--- src/rtl/pmux_pkg.sv ---
// pmux_pkg: shared sizing constants for the priority-mux result path.
package pmux_pkg;
   localparam int PMUX_WIDTH      = 16;
   localparam int PMUX_FIFO_DEPTH = 4;
   localparam int PMUX_DROP_W     = 8;
endpackage

--- src/rtl/pmux_fifo_regfile.sv ---
// pmux_fifo_regfile: DEPTH x WIDTH register array, one write port, combinational read mux.
// Ports: clk_i/rst_i clock and async reset; we_i/waddr_i/wdata_i write port;
//        raddr_i/rdata_o read address and muxed read data.
module pmux_fifo_regfile import pmux_pkg::*; #(
   parameter int WIDTH = PMUX_WIDTH,
   parameter int DEPTH = PMUX_FIFO_DEPTH
) (
   input  logic                       clk_i,
   input  logic                       rst_i,
   input  logic                       we_i,
   input  logic [$clog2(DEPTH)-1:0]   waddr_i,
   input  logic [WIDTH-1:0]           wdata_i,
   input  logic [$clog2(DEPTH)-1:0]   raddr_i,
   output logic [WIDTH-1:0]           rdata_o
);
   logic [WIDTH-1:0] mem_q [DEPTH];
   // Cleared on reset so the array never holds X after lowering.
   always_ff @(posedge clk_i or posedge rst_i)
      if (rst_i)
         for (int i = 0; i < DEPTH; i++) mem_q[i] <= '0;
      else if (we_i)
         mem_q[waddr_i] <= wdata_i;
   assign rdata_o = mem_q[raddr_i];
endmodule

--- src/rtl/pmux_result_fifo.sv ---
// pmux_result_fifo: show-ahead result FIFO behind the priority mux with drop counting.
// Ports: clk_i/rst_i clock and async active-high reset;
//        data_i/valid_i/ready_o capture side (rejected writes while full are counted);
//        data_o/valid_o/ready_i consumer handshake (data_o is 0 while empty);
//        count_o occupancy, drop_cnt_o saturating drop count, overflow_o sticky drop flag.
module pmux_result_fifo import pmux_pkg::*; #(
   parameter int WIDTH  = PMUX_WIDTH,
   parameter int DEPTH  = PMUX_FIFO_DEPTH,
   parameter int DROP_W = PMUX_DROP_W
) (
   input  logic                       clk_i,
   input  logic                       rst_i,
   input  logic [WIDTH-1:0]           data_i,
   input  logic                       valid_i,
   output logic                       ready_o,
   output logic [WIDTH-1:0]           data_o,
   output logic                       valid_o,
   input  logic                       ready_i,
   output logic [$clog2(DEPTH):0]     count_o,
   output logic [DROP_W-1:0]          drop_cnt_o,
   output logic                       overflow_o
);
   localparam int AW = $clog2(DEPTH);
   localparam int CW = AW + 1;
   logic [AW-1:0]     wr_ptr_q, wr_ptr_d, rd_ptr_q, rd_ptr_d;
   logic [CW-1:0]     count_q, count_d;
   logic [DROP_W-1:0] drop_q, drop_d;
   logic              ovf_q, ovf_d;
   logic              push, pop, reject;
   logic [WIDTH-1:0]  rdata;
   assign ready_o = count_q != CW'(DEPTH);
   assign valid_o = count_q != '0;
   assign push    = valid_i & ready_o;
   assign pop     = valid_o & ready_i;
   assign reject  = valid_i & ~ready_o;
   always_comb begin
      wr_ptr_d = push ? wr_ptr_q + AW'(1) : wr_ptr_q;
      rd_ptr_d = pop ? rd_ptr_q + AW'(1) : rd_ptr_q;
      count_d  = count_q + CW'(push) - CW'(pop);
      drop_d   = (reject && drop_q != '1) ? drop_q + DROP_W'(1) : drop_q;
      ovf_d    = ovf_q | reject;
   end
   always_ff @(posedge clk_i or posedge rst_i)
      if (rst_i) begin
         wr_ptr_q <= '0;
         rd_ptr_q <= '0;
         count_q  <= '0;
         drop_q   <= '0;
         ovf_q    <= 1'b0;
      end else begin
         wr_ptr_q <= wr_ptr_d;
         rd_ptr_q <= rd_ptr_d;
         count_q  <= count_d;
         drop_q   <= drop_d;
         ovf_q    <= ovf_d;
      end
   pmux_fifo_regfile #(.WIDTH(WIDTH), .DEPTH(DEPTH)) u_rf (
      .clk_i   (clk_i),
      .rst_i   (rst_i),
      .we_i    (push),
      .waddr_i (wr_ptr_q),
      .wdata_i (data_i),
      .raddr_i (rd_ptr_q),
      .rdata_o (rdata)
   );
   // Stale storage is hidden while empty.
   assign data_o     = valid_o ? rdata : '0;
   assign count_o    = count_q;
   assign drop_cnt_o = drop_q;
   assign overflow_o = ovf_q;
endmodule

--- config.mk ---
export PLATFORM = sky130hd
export DESIGN_NAME = pmux_result_fifo
export DESIGN_NICKNAME = d
export VERILOG_FILES = /design/src/rtl/pmux_pkg.sv /design/src/rtl/pmux_fifo_regfile.sv /design/src/rtl/pmux_result_fifo.sv
export SDC_FILE = /design/constraint.sdc
export NUM_CORES = 1
export LEC_CHECK = 0
export CAP_MARGIN = 5
export CORE_ASPECT_RATIO = 1.1
export CORE_MARGIN = 10
export CORE_UTILIZATION = 30
export DETAILED_ROUTE_END_ITERATION = 16
export GPL_TIMING_DRIVEN = 0
export PLACE_DENSITY_LB_ADDON = 0.15
export SYNTH_ARGS = -nofsm -noshare
export SYNTH_HDL_FRONTEND = slang
export SYNTH_SLANG_ARGS = --single-unit
--- constraint.sdc ---
create_clock -name clk_i -period 5.9 [get_ports clk_i]
set_clock_uncertainty 0.2 [all_clocks]
set_input_delay 1.18 -clock clk_i [delete_from_list [all_inputs] [get_ports clk_i]]
set_output_delay 1.18 -clock clk_i [all_outputs]
set_load 0.05 [all_outputs]
==> results by group, run 1 <==
Routing
  • DRT Wirelength: 8340 µm
  • Vias per cell: 4.53
  • Drt pass-1 iters: 3
  • Drt drc: 0
  • Number of routed nets with antenna violations: 0
  • Starting DRT DRC Count: 78
  • Via count: 2132
  • Routed len/inst: 17.7 µm

Placed design
  • Final RePlAce weighted congestion: 0.719
  • Dpl cell area: 0.00459 mm²
  • Final HPWL DP: 5530 µm
  • Port bufs: 49

Clock tree
  • CTS Buf Count: 9
  • CTS clk-pin slew, worst paths: 0.06 ns
  • H-tree Lvls: 3
  • CTS tree: built
  • CTS max path bufs: 2
  • # clock sinks: 80
  • # hold bufs at CTS: 0
  • Clock insertion delay at the later pin of the skew report: 0.33 ns
  • Root Buffer Master: clkbuf_16
  • # Post-CTS Setup Buffers: 0
  • Post-cts repair resize count: 0

Worst setup path
  • Top delay family on crit path: buffers and inverters
  • RR Startpoint: count_o[2]$_DFF_PP0_
  • Crit path cell chain: buf_2, buf_1, mux4_2, and2_1, clkdlybuf4s50_1
  • Setup CP Type: reg -> out
  • Worst setup path end: data_o[12]
  • Critical path's largest stage delay: 0.70 ns
  • Worst r2r path cells: 10
  • Reg2reg end: count_o[2]$_DFF_PP0_
  • Crit path launch type: flop
  • Slowest-stage cell, CP: clkdlybuf4s50_1
  • Flop-to-flop setup slack: 3.08 ns
  • Worst Path Max Fanout: 10
  • Crit path arrival time: 2.80 ns
  • Stages on the worst setup path: 5
  • Worst setup startpoint: rd_ptr_q[1]$_DFFE_PP0P_
  • Endpoint type of the worst setup path: primary output
  • Worst Path Required: 4.52 ns
  • Buf/Inv on CP: 3

Global routing
  • Overall Global Routing Usage: 0.0999
  • Grt ovf: 0
  • Wire length of the first global-routing pass: 13700 µm
  • Vias in the first global route: 2400
  • Busiest grt layer: met2
  • GR Layer Usage met1: 0.123
  • Initial antenna violation count: 0
  • Global routing usage on met2: 0.156
  • Pin count of the biggest net entering global routing: 55
  • Met3 usage: 0.0266

STA
  • Rel. slew slack: 0.480
  • Worst-Margin Slew: 0.780 ns
  • Tmin final: 4.18 ns
  • Fmax: 239 MHz
  • RSZ-0062 raised after global routing: false
  • Hold Vio Cnt, Final: 0
  • Final setup viols: 0
  • Final critical-path share of the clock period: 0.709
  • Slew Viols, Final: 0
  • Sum Neg Setup Slack: 0 ns

Layout
  • Filler Cell Count: 1182
  • Antenna diodes: 0
  • Synth-to-layout area growth: 26.2%
  • Share of layout cells above drive strength 1: 0.363
  • Nets: 337
  • Final Cell Area: 0.00489 mm²

Die
  • Die height: 139 µm
  • Std cell rows: 43
  • Die ar.: 0.0179 mm²
  • Core Area: 0.0126 mm²
  • Die W: 128 µm
  • Initial core utilization: 0.307
  • IO Count: 50

Run status
  • Status: finished clean

Synthesis
  • Sequential area share after synthesis: 0.516
  • Synth unique cells: 31
  • Syn_area_per_cell: 15.6 µm²
  • Post-Synthesis Cell Area: 0.00388 mm²
  • Gate Count Post-Synth: 248
  • Syn. warnings: 0
  • Synthesized flop and latch total: 80
  • Syn_nets: 276

Run
  • Max-cap violations: 0

Min path
  • Hold crit path type: reg -> reg
-- layer usage --
| metal | part of all wire | routed length [µm] | up-vias |
|---|---|---|---|
| met5 | 0 | 0 | - |
| met4 | 0.020 | 165 | 0 |
| met3 | 0.046 | 384 | 10 |
| met2 | 0.48 | 4020 | 33 |
| met1 | 0.45 | 3770 | 1079 |
| li1 | - | - | 1010 |
-- how the worst min path moves through the flow --
stage	endpoint	depth (start not counted)	slack (ns)	from
finish	overflow_o$_DFF_PP0_	1	0.28	overflow_o$_DFF_PP0_
global route	u_rf.mem_q[15]$_DFFE_PP0P_	1	0.31	u_rf.mem_q[15]$_DFFE_PP0P_
CTS	overflow_o$_DFF_PP0_	1	0.28	overflow_o$_DFF_PP0_
detailed placement	overflow_o$_DFF_PP0_	1	0.26	overflow_o$_DFF_PP0_
global placement	overflow_o$_DFF_PP0_	1	0.27	overflow_o$_DFF_PP0_
floorplan	u_rf.mem_q[25]$_DFFE_PP0P_	1	0.27	u_rf.mem_q[25]$_DFFE_PP0P_
-- layout by cell type (no fill, tap or decap), types with 3 or more instances in the layout --
cell	count
dfrtp_1	80
clkdlybuf4s50_1	49
mux2_4	40
mux2_2	27
and2_1	18
mux4_2	16
nand2_1	9
clkbuf_16	9
xnor2_1	7
ha_1	7
inv_1	6
clkbuf_1	4
nand2_4	4
buf_6	4
o21ai_0	3
-- metrics by stage --
stage | hold WS (ns) | instances | setup WS [ns] | util
after floorplan | 0.274 | 248 | 2.33 | -
final | 0.279 | 471 | 1.72 | 0.387
after global routing | 0.313 | 471 | 1.44 | 0.387
after detailed placement | 0.260 | 455 | 1.95 | 0.363
after CTS | 0.283 | 471 | 1.57 | 0.387
after global placement | 0.265 | 454 | 0.928 | 0.361
-- kinds of logic (layout without fill, tap and decap cells) --
kind of cell             after synthesis  in the layout  synth area share
AND/OR/NAND/NOR                       44             44            0.0697
multiplexers                          84             84             0.329
XOR/XNOR                               8              8            0.0181
AO/OA/AOI/OAI                          7              7            0.0132
flip-flops                            80             80             0.516
adder cells (fa/ha/maj)                8              8            0.0278
buffers and inverters                 17             83            0.0258
-- sequential cells by signal (all words and copies together), names as in the netlist --
register	cells
u_rf.mem_q	64
drop_cnt_o	8
count_o	3
rd_ptr_q	2
wr_ptr_q	2
overflow_o	1
-- area by class of cell --
class | instances | area (µm²) | share of cell area
Sequential cell | 80 | 2000 | 0.409
Multi-Input combinational cell | 151 | 1770 | 0.363
Timing Repair Buffer | 50 | 518 | 0.106
Clock buffer | 13 | 260 | 0.0532
Tap cell | 157 | 196 | 0.0401
Buffer | 10 | 73.8 | 0.0151
Clock inverter | 3 | 40.0 | 0.00818
Inverter | 7 | 28.8 | 0.00588
-- Yosys cell counts, drive strengths merged --
master | number | area [µm²]
a21oi | 2 | 10.0
dfrtp | 80 | 2000
or2 | 1 | 6.26
xnor2 | 7 | 61.3
fa | 1 | 20.0
a21boi | 1 | 18.8
nand2 | 13 | 78.8
xor2 | 1 | 8.76
o21bai | 1 | 7.51
and4bb | 1 | 12.5
nand3 | 2 | 10.0
inv | 7 | 26.3
and2 | 18 | 113
buf | 8 | 66.3
ha | 7 | 87.6
or3 | 1 | 6.26
mux4 | 16 | 360
and3 | 2 | 12.5
o21ai | 3 | 15.0
nor2 | 3 | 13.8
nor3 | 1 | 5.00
clkbuf | 2 | 7.51
mux2 | 67 | 905
nand4 | 2 | 12.5
mux2i | 1 | 10.0
Power of run 1 is left out: the tool's default activity adds up to more than one toggle a clock period on the data nets, which glitch-free logic cannot reach.
==> run 2, diff against run 1 <==
==> constraint.sdc (replaced) <==
create_clock -name clk_i -period 4.1 [get_ports clk_i]
set_clock_uncertainty 0.2 [all_clocks]
set_input_delay 0.82 -clock clk_i [delete_from_list [all_inputs] [get_ports clk_i]]
set_output_delay 0.82 -clock clk_i [all_outputs]
set_load 0.05 [all_outputs]
==> results of run 2 <==
Same layout as run 1 (identical final DEF). Status: finished clean.
Among the figures that moved: setup slack after placement 1.95 ns -> 0.508 ns; setup slack after layout 1.72 ns -> 0.276 ns; register-to-register setup slack 3.08 ns -> 1.28 ns
Power of run 2 is left out for the same reason.
